**src/rtl/clk_step_ctrl.sv**
```systemverilog
// Run/stop/single-step controller: turns the board clock into a CPU clock-enable pulse train.
// Optional PC breakpoint halting is compiled in with `define CLK_STEP_BREAKPOINT_EN.
module clk_step_ctrl #(
  parameter int DIV_W       = 8,
  parameter int DEFAULT_DIV = 3,
  parameter int TCNT_W      = 16
) (
  input  logic              clk,
  input  logic              rst,
  input  logic              run,
  input  logic              stop,
  input  logic              step,
  input  logic              halt_in,
  input  logic              div_load,
  input  logic [DIV_W-1:0]  div_in,
`ifdef CLK_STEP_BREAKPOINT_EN
  input  logic [7:0]        pc,
  input  logic [7:0]        bp_addr,
  input  logic              bp_en,
  output logic              bp_hit,
`endif
  output logic              cpu_en,
  output logic              step_done,
  output logic              clk_slow,
  output logic [1:0]        state,
  output logic [TCNT_W-1:0] tick_count
);

  typedef enum logic [1:0] {
    ST_STOP   = 2'b00,
    ST_RUN    = 2'b01,
    ST_STEP   = 2'b10,
    ST_HALTED = 2'b11
  } state_t;

  state_t           state_q;
  logic [DIV_W-1:0] div_reg;
  logic [DIV_W-1:0] cnt;

  // Control pulses (run/stop/step) are single-cycle requests sampled on every
  // edge; there is no back-pressure, a request is either acted on or dropped.
  logic run_due;
  logic bp_block;
  logic tick_run;
  logic tick_step;
  logic tick;

`ifdef CLK_STEP_BREAKPOINT_EN
  logic bp_skip;
`endif

  assign state = state_q;

  always_comb begin
    run_due   = (state_q == ST_RUN) && !halt_in && !stop && !div_load && (cnt == div_reg);
    bp_block  = 1'b0;
`ifdef CLK_STEP_BREAKPOINT_EN
    bp_block  = bp_en && (pc == bp_addr) && !bp_skip;
`endif
    tick_run  = run_due && !bp_block;
    tick_step = (state_q == ST_STEP) && !halt_in;
    tick      = tick_run || tick_step;
  end

  always_ff @(posedge clk) begin
    if (rst) begin
      state_q    <= ST_STOP;
      div_reg    <= DIV_W'(DEFAULT_DIV);
      cnt        <= '0;
      cpu_en     <= 1'b0;
      step_done  <= 1'b0;
      clk_slow   <= 1'b0;
      tick_count <= '0;
`ifdef CLK_STEP_BREAKPOINT_EN
      bp_hit     <= 1'b0;
      bp_skip    <= 1'b0;
`endif
    end else begin
      cpu_en    <= tick;
      step_done <= tick_step;
      if (tick) begin
        clk_slow   <= ~clk_slow;
        tick_count <= tick_count + 1'b1;
      end

      case (state_q)
        ST_STOP: begin
          cnt <= '0;
          if (halt_in)   state_q <= ST_HALTED;
          else if (step) state_q <= ST_STEP;
          else if (run)  state_q <= ST_RUN;
        end
        ST_RUN: begin
          if (halt_in) begin
            state_q <= ST_HALTED;
            cnt     <= '0;
          end else if (stop) begin
            state_q <= ST_STOP;
            cnt     <= '0;
          end else if (run_due) begin
            cnt <= '0;
            if (bp_block) begin
              state_q <= ST_HALTED;
`ifdef CLK_STEP_BREAKPOINT_EN
              bp_hit  <= 1'b1;
`endif
            end
          end else begin
            cnt <= cnt + 1'b1;
          end
`ifdef CLK_STEP_BREAKPOINT_EN
          if (tick_run) bp_skip <= 1'b0;
`endif
        end
        ST_STEP: begin
          cnt     <= '0;
          state_q <= halt_in ? ST_HALTED : ST_STOP;
        end
        ST_HALTED: begin
          cnt <= '0;
          if (run && !halt_in) begin
            state_q <= ST_RUN;
`ifdef CLK_STEP_BREAKPOINT_EN
            // Resuming from a breakpoint lets the next tick through unchecked.
            bp_hit  <= 1'b0;
            bp_skip <= bp_hit;
`endif
          end
        end
        default: state_q <= ST_STOP;
      endcase

      // A divisor load restarts the period from zero and overrides the count update.
      if (div_load) begin
        div_reg <= div_in;
        cnt     <= '0;
      end
    end
  end

endmodule

```
**config.mk**
```make
export PLATFORM = sky130hd
export DESIGN_NAME = clk_step_ctrl
export DESIGN_NICKNAME = d
export VERILOG_FILES = /design/src/rtl/clk_step_ctrl.sv
export SDC_FILE = /design/constraint.sdc
export NUM_CORES = 1
export LEC_CHECK = 0
export ABC_CLOCK_PERIOD_IN_PS = 2050
export CAP_MARGIN = 20
export CORE_ASPECT_RATIO = 0.5
export CORE_MARGIN = 1.5
export CORE_UTILIZATION = 52
export CTS_BUF_LIST = sky130_fd_sc_hd__clkbuf_8
export DETAILED_ROUTE_END_ITERATION = 16
export PLACE_DENSITY = 0.81
export SYNTH_ARGS = -nofsm -noshare
export SYNTH_HDL_FRONTEND = slang
export SYNTH_SLANG_ARGS = --single-unit
```
**constraint.sdc**
```tcl
create_clock -name clk -period 2.05 [get_ports clk]
set_input_delay 0.41 -clock clk [delete_from_list [all_inputs] [get_ports clk]]
set_output_delay 0.41 -clock clk [all_outputs]
set_load 0.02 [all_outputs]
```
# [Word level (Yosys, flattened, before mapping)]
# Index checks and enable logic that the tools add are counted.
[classes] muxes=12 reduce_logical=14 add_sub_neg=2 n_eq_ne=7 bitwise_logic=1
[op_table] op="8-bit two-way mux" count=3
[op_table] op="16-bit by 1-bit adder with 16-bit output (second input constant)" count=1
[op_table] op="8-bit case mux with 2 select lines" count=1
[op_table] op="2-bit two-way mux" count=7
[op_table] op="8-bit by 1-bit adder with 8-bit output (second input constant)" count=1
[op_table] op="8-bit == test" count=1
[op_table] op="2-bit case mux with 4 select lines" count=1
[op_table] op="1-bit logical AND" count=6
[op_table] op="2-bit == test (second input constant)" count=2
[op_table] op="4-bit != test (second input constant)" count=1
[op_table] op="1-bit zero test" count=3
[op_table] op="3-bit != test (second input constant)" count=1
[op_table] op="3-bit AND reduction" count=1
[op_table] op="3-bit OR reduction" count=1
[op_table] op="2-bit by 1-bit == test with 1-bit output (second input constant)" count=1
[op_table] op="2-bit zero test" count=1
[op_table] op="2-bit != test (second input constant)" count=1
[op_table] op="2-bit OR reduction" count=1
[op_table] op="1-bit logical OR" count=1
[op_table] op="1-bit inverter" count=1
[word_totals] input_bits=15 output_inout_bits=21 regBits=37 wordCells=43

# [Logic depth before layout (Yosys ltp)]
[logic_depth] depth_word=9 mapped_depth=9 ltp_nobuf=7

# [Worst setup path after synthesis]
# No wires, ideal clock.
[synth_path] path_type="register -> register" from="register state_q[0], in the netlist state[0]" to="register tick_count[14]" n_path_buf=2 path_stages_with_launch=9 required_time_ns=1.918 synth_period_minus_slack_ns=1.947 slack_ns=0.103 arrival_ns=1.815 path_cell_list="dfxtp_1 > ha_1 > nand2b_1 > nor4_2 > a32oi_2 > buf_6 > buf_2 > o31ai_1 > a21oi_1"
[synth_via] elab_chain_cells=6
[synth_rtl] element="from (decl)" line_no="36" rtl="state_t state_q;"
[synth_rtl] element="from (signal assigned)" line_no="117" rtl="state_q <= halt_in ? ST_HALTED : ST_STOP;"
[synth_rtl] element="2-bit by 1-bit == test with 1-bit output" line_no="55" rtl="run_due = (state_q == ST_RUN) && !halt_in && !stop && !div_load && (cnt == div_reg);"
[synth_rtl] element="1-bit logical AND (4 in a row)" line_no="55"
[synth_rtl] element="1-bit logical OR (*)" line_no="62" rtl="tick = tick_run || tick_step;"
[synth_rtl] element="to (signal assigned)" line_no="83" rtl="tick_count <= tick_count + 1'b1;"
[synth_rtl] element="to (decl)" line_no="26" rtl="output logic [TCNT_W-1:0] tick_count"
# Mark *: on every way between the ends. The rest lies on a longest branch, timed or not.
# A chain may end at the register's enable or synchronous reset.

# [Worst setup path after layout]
[layout_path] from="register div_reg[7]" to="register tick_count[11]"
[layout_via] elab_chain_cells=3
[layout_rtl] element="from (decl)" line_no="37" rtl="logic [DIV_W-1:0] div_reg;"
[layout_rtl] element="from (signal assigned)" line_no="68" rtl="div_reg <= DIV_W'(DEFAULT_DIV);"
[layout_rtl] element="from (signal assigned)" line_no="135" rtl="div_reg <= div_in;"
[layout_rtl] element="8-bit == test" line_no="55"
[layout_rtl] element="1-bit logical AND" line_no="55"
[layout_rtl] element="1-bit logical OR" line_no="62"
# Every way passes these cells.

==> summary.txt <==
Final Hold Vio Count = 0
Largest register FFs = 16
CTS tree = yes
Drt first pass iters = 4
Antenna cells = 0
Clock sink count = 37
Cell Pwr Density = 833 mW/mm2
Critical path depth = 8
Vias per cell = 5.55
FILL cells = 196
Tightest Pin Transition = 0.402 ns
Number of global-route vias before repair = 1449
Clock transition at path regs = 0.07 ns
Die H = 43.8 um
HP Class = flip-flop to flip-flop
Synthesized Nets = 215
Cells on worst reg2reg path = 8
Largest net degree at the start of global routing = 30
Pwr Total = 2.04 mW
P_leak = 0.943 nW
Yosys reg bits = 37
Clk root buf = clkbuf_8
Post-synth EDFFs = 0
Post-DP HPWL = 2.82 mm
CP Capture Type = flip-flop
WL met1 = 1.94 mm
Antenna violations before repair = 0
Detail Route met2 WL = 2.04 mm
RR Startpoint = div_reg[7]
Worst Path Max Fanout = 8
Synth Warn # = 0
Share of cells above drive strength 1 = 14.8%
Die area = 0.00371 mm2
Skew-Pair Late Insertion Delay = 0.29 ns
Final Max Slew Viols = 0
Final worst-path cycle share = 96.0%
Main synth FF type = dfxtp_1
Global-route wire length before repair = 6.80 mm
Final worst slack = 0.0814 ns
Async set-reset flop share out of synthesis = 0%
Overflow after GRT = 0
Max-cap violations = 0
I/O pins = 36
Final Util = 79.5%
Inserted Clock Buffers = 5
Top sig layer = met4
Post-Route WL = 4.31 mm
Cells after Synth = 193
Area grow syn2layout = 41.6%
Normalized max-slew margin = 72.9%
Peak Freq = 508 MHz
Setup total negative slack = 0 ns
Post-Place Setup Slack = -0.356 ns
Worst path max stage delay = 0.32 ns
WL met3 = 245 um
Detailed Route Iter0 Violations = 167
Post-route clock skew = 0.00320 ns
End point of the critical path = tick_count[11]
CP max-delay cell = dfxtp_1
Worst Path Arrival = 2.18 ns
WL/cell = 14.5 um
Cell Chain, Critical Path = xor2_1, nor4_2, buf_4, buf_4, a41oi_1, buf_4, or3_1, a21oi_1
Critical path class = flip-flop to flip-flop
Clock buffer depth = 2
Worst Setup Start Kind = flip-flop
Initial Util = 56.2%
CP bufs+invs = 3
DRC = 0
RSZ-0062 raised after global routing = false
Yosys cell types = 32
Mean Syn Cell Area = 8.97 um2
Crit path max-delay family = simple AND/OR/NAND/NOR gates
Seq/Total Area, Yosys = 42.8%
VDD IR-drop max = 0.541 mV
Layout Nets = 278
Worst setup startpoint = div_reg[7]
Antenna viol nets, final = 0
Vias = 1649
Site Rows = 14
CP required = 2.26 ns
Number of I/O port buffers = 35
Count of final setup violators = 0
Htree depth = 2
Post-Syn Area = 0.00173 mm2
R2r setup slk = 0.08 ns
Tmin final = 1.97 ns
Total GRT Usage = 23.7%
Core area = 0.00308 mm2
Run status = finished, final reports clean
RD Place Congestion = 0.795
Cell repeated most along the worst path = buf_4
Chip width = 84.6 um
Reg2reg end = tick_count[11]
cell type report:
class | instances | area, um2 | area share [%]
tap | 40 | 50.0 | 2.04
clock inverter | 2 | 33.8 | 1.38
multi-input combinational | 145 | 977 | 39.8
sequential | 37 | 741 | 30.2
inverter | 6 | 22.5 | 0.918
timing repair buffer | 61 | 546 | 22.2
clock buffer | 6 | 82.6 | 3.37
worst min-delay path, stage by stage (launching register included):
cell     delay [ns]
dfxtp_1        0.32
o21ai_0        0.07
a21oi_1        0.06
cell usage in the layout, fill, tap and decap left out, types with 2 or more instances in the layout:
master            n
dfxtp_1          37
nor2_1           25
and3_1            3
nand2_1           7
buf_4            26
xor2_1           12
a211o_1           2
or4_1             5
nand3_1          11
o31ai_1           5
or3_1             9
nand4_1           4
clkdlybuf4s50_1  35
nor3_1            2
nor4_2            2
a21oi_1          15
ha_1              6
o21ai_0          11
xnor2_1           4
mux2i_1           8
inv_1             7
nand2b_1          3
clkbuf_8          6
nor2b_1           2
worst min-delay path by stage:
stage	startpoint	end	slack, ns	depth (start not counted)
5_1_grt	tick_count[14]	tick_count[14]	0.52	2
4_1_cts	tick_count[15]	tick_count[15]	0.50	2
6_report	tick_count[15]	tick_count[15]	0.49	2
3_3_place_gp	cnt[0]	cnt[0]	0.46	1
3_5_place_dp	tick_count[15]	tick_count[15]	0.49	2
2_1_floorplan	cnt[0]	cnt[0]	0.44	1
routing by layer:
layer | vias to the layer above | GRT usage [%]
met1 | 757 | 29.4
met3 | 12 | 6.10
met5 | - | 0
met2 | 58 | 41.3
li1 | 822 | -
met4 | 0 | 8.06
Yosys cell counts (all sizes together) (2+ instances only):
cell    instances  area, um2
clkbuf          3       11.3
mux2i           8       80.1
nand3          11       55.1
buf             3       20.0
and3            3       18.8
nor2b           2       12.5
or4             5       37.5
dfxtp          37        741
nand2b          3       18.8
nor3            2       10.0
inv             6       22.5
or3             9       56.3
xor2           12        105
o31ai           5       37.5
xnor2           4       35.0
a21oi          15       75.1
nand4           4       25.0
nand2           7       26.3
ha              7       87.6
nor2           25       93.8
o21ai          11       55.1
a211o           2       17.5
nor4            2       25.0
kinds of logic after synthesis:
| group | Yosys count | synth area share (%) |
|---|---|---|
| and+or+nand+nor | 75 | 22.9 |
| AOI/OAI and AO/OA | 38 | 13.4 |
| DFF | 37 | 42.8 |
| xor gates and xnor gates | 16 | 8.09 |
| buffers and inverters | 12 | 3.11 |
| muxes | 8 | 4.62 |
| adders and majority gates | 7 | 5.06 |
through the flow:
stage	hold slack, ns	cells	area [um2]
floorplan	0.440	193	1730
global placement	0.464	285	2270
detailed placement	0.487	285	2270
CTS	0.497	293	2400
global route	0.520	297	2450
finish	0.488	297	2450
what timing repair did:
item | CTS | global route
pin swaps | 0 | 1
gates resized for setup | 1 | 2
gates cloned | 0 | 1
hold buffers | 0 | 0
setup endpoints to repair | 9 | 8
setup buffers | 0 | 3
power breakdown:
| group | internal, mW | switching, mW |
|---|---|---|
| clock | 0.392 | 0.264 |
| sequential | 0.764 | 0.0300 |
| combinational | 0.288 | 0.305 |
| total | 1.44 | 0.599 |
(Power assumes the default switching activity.)
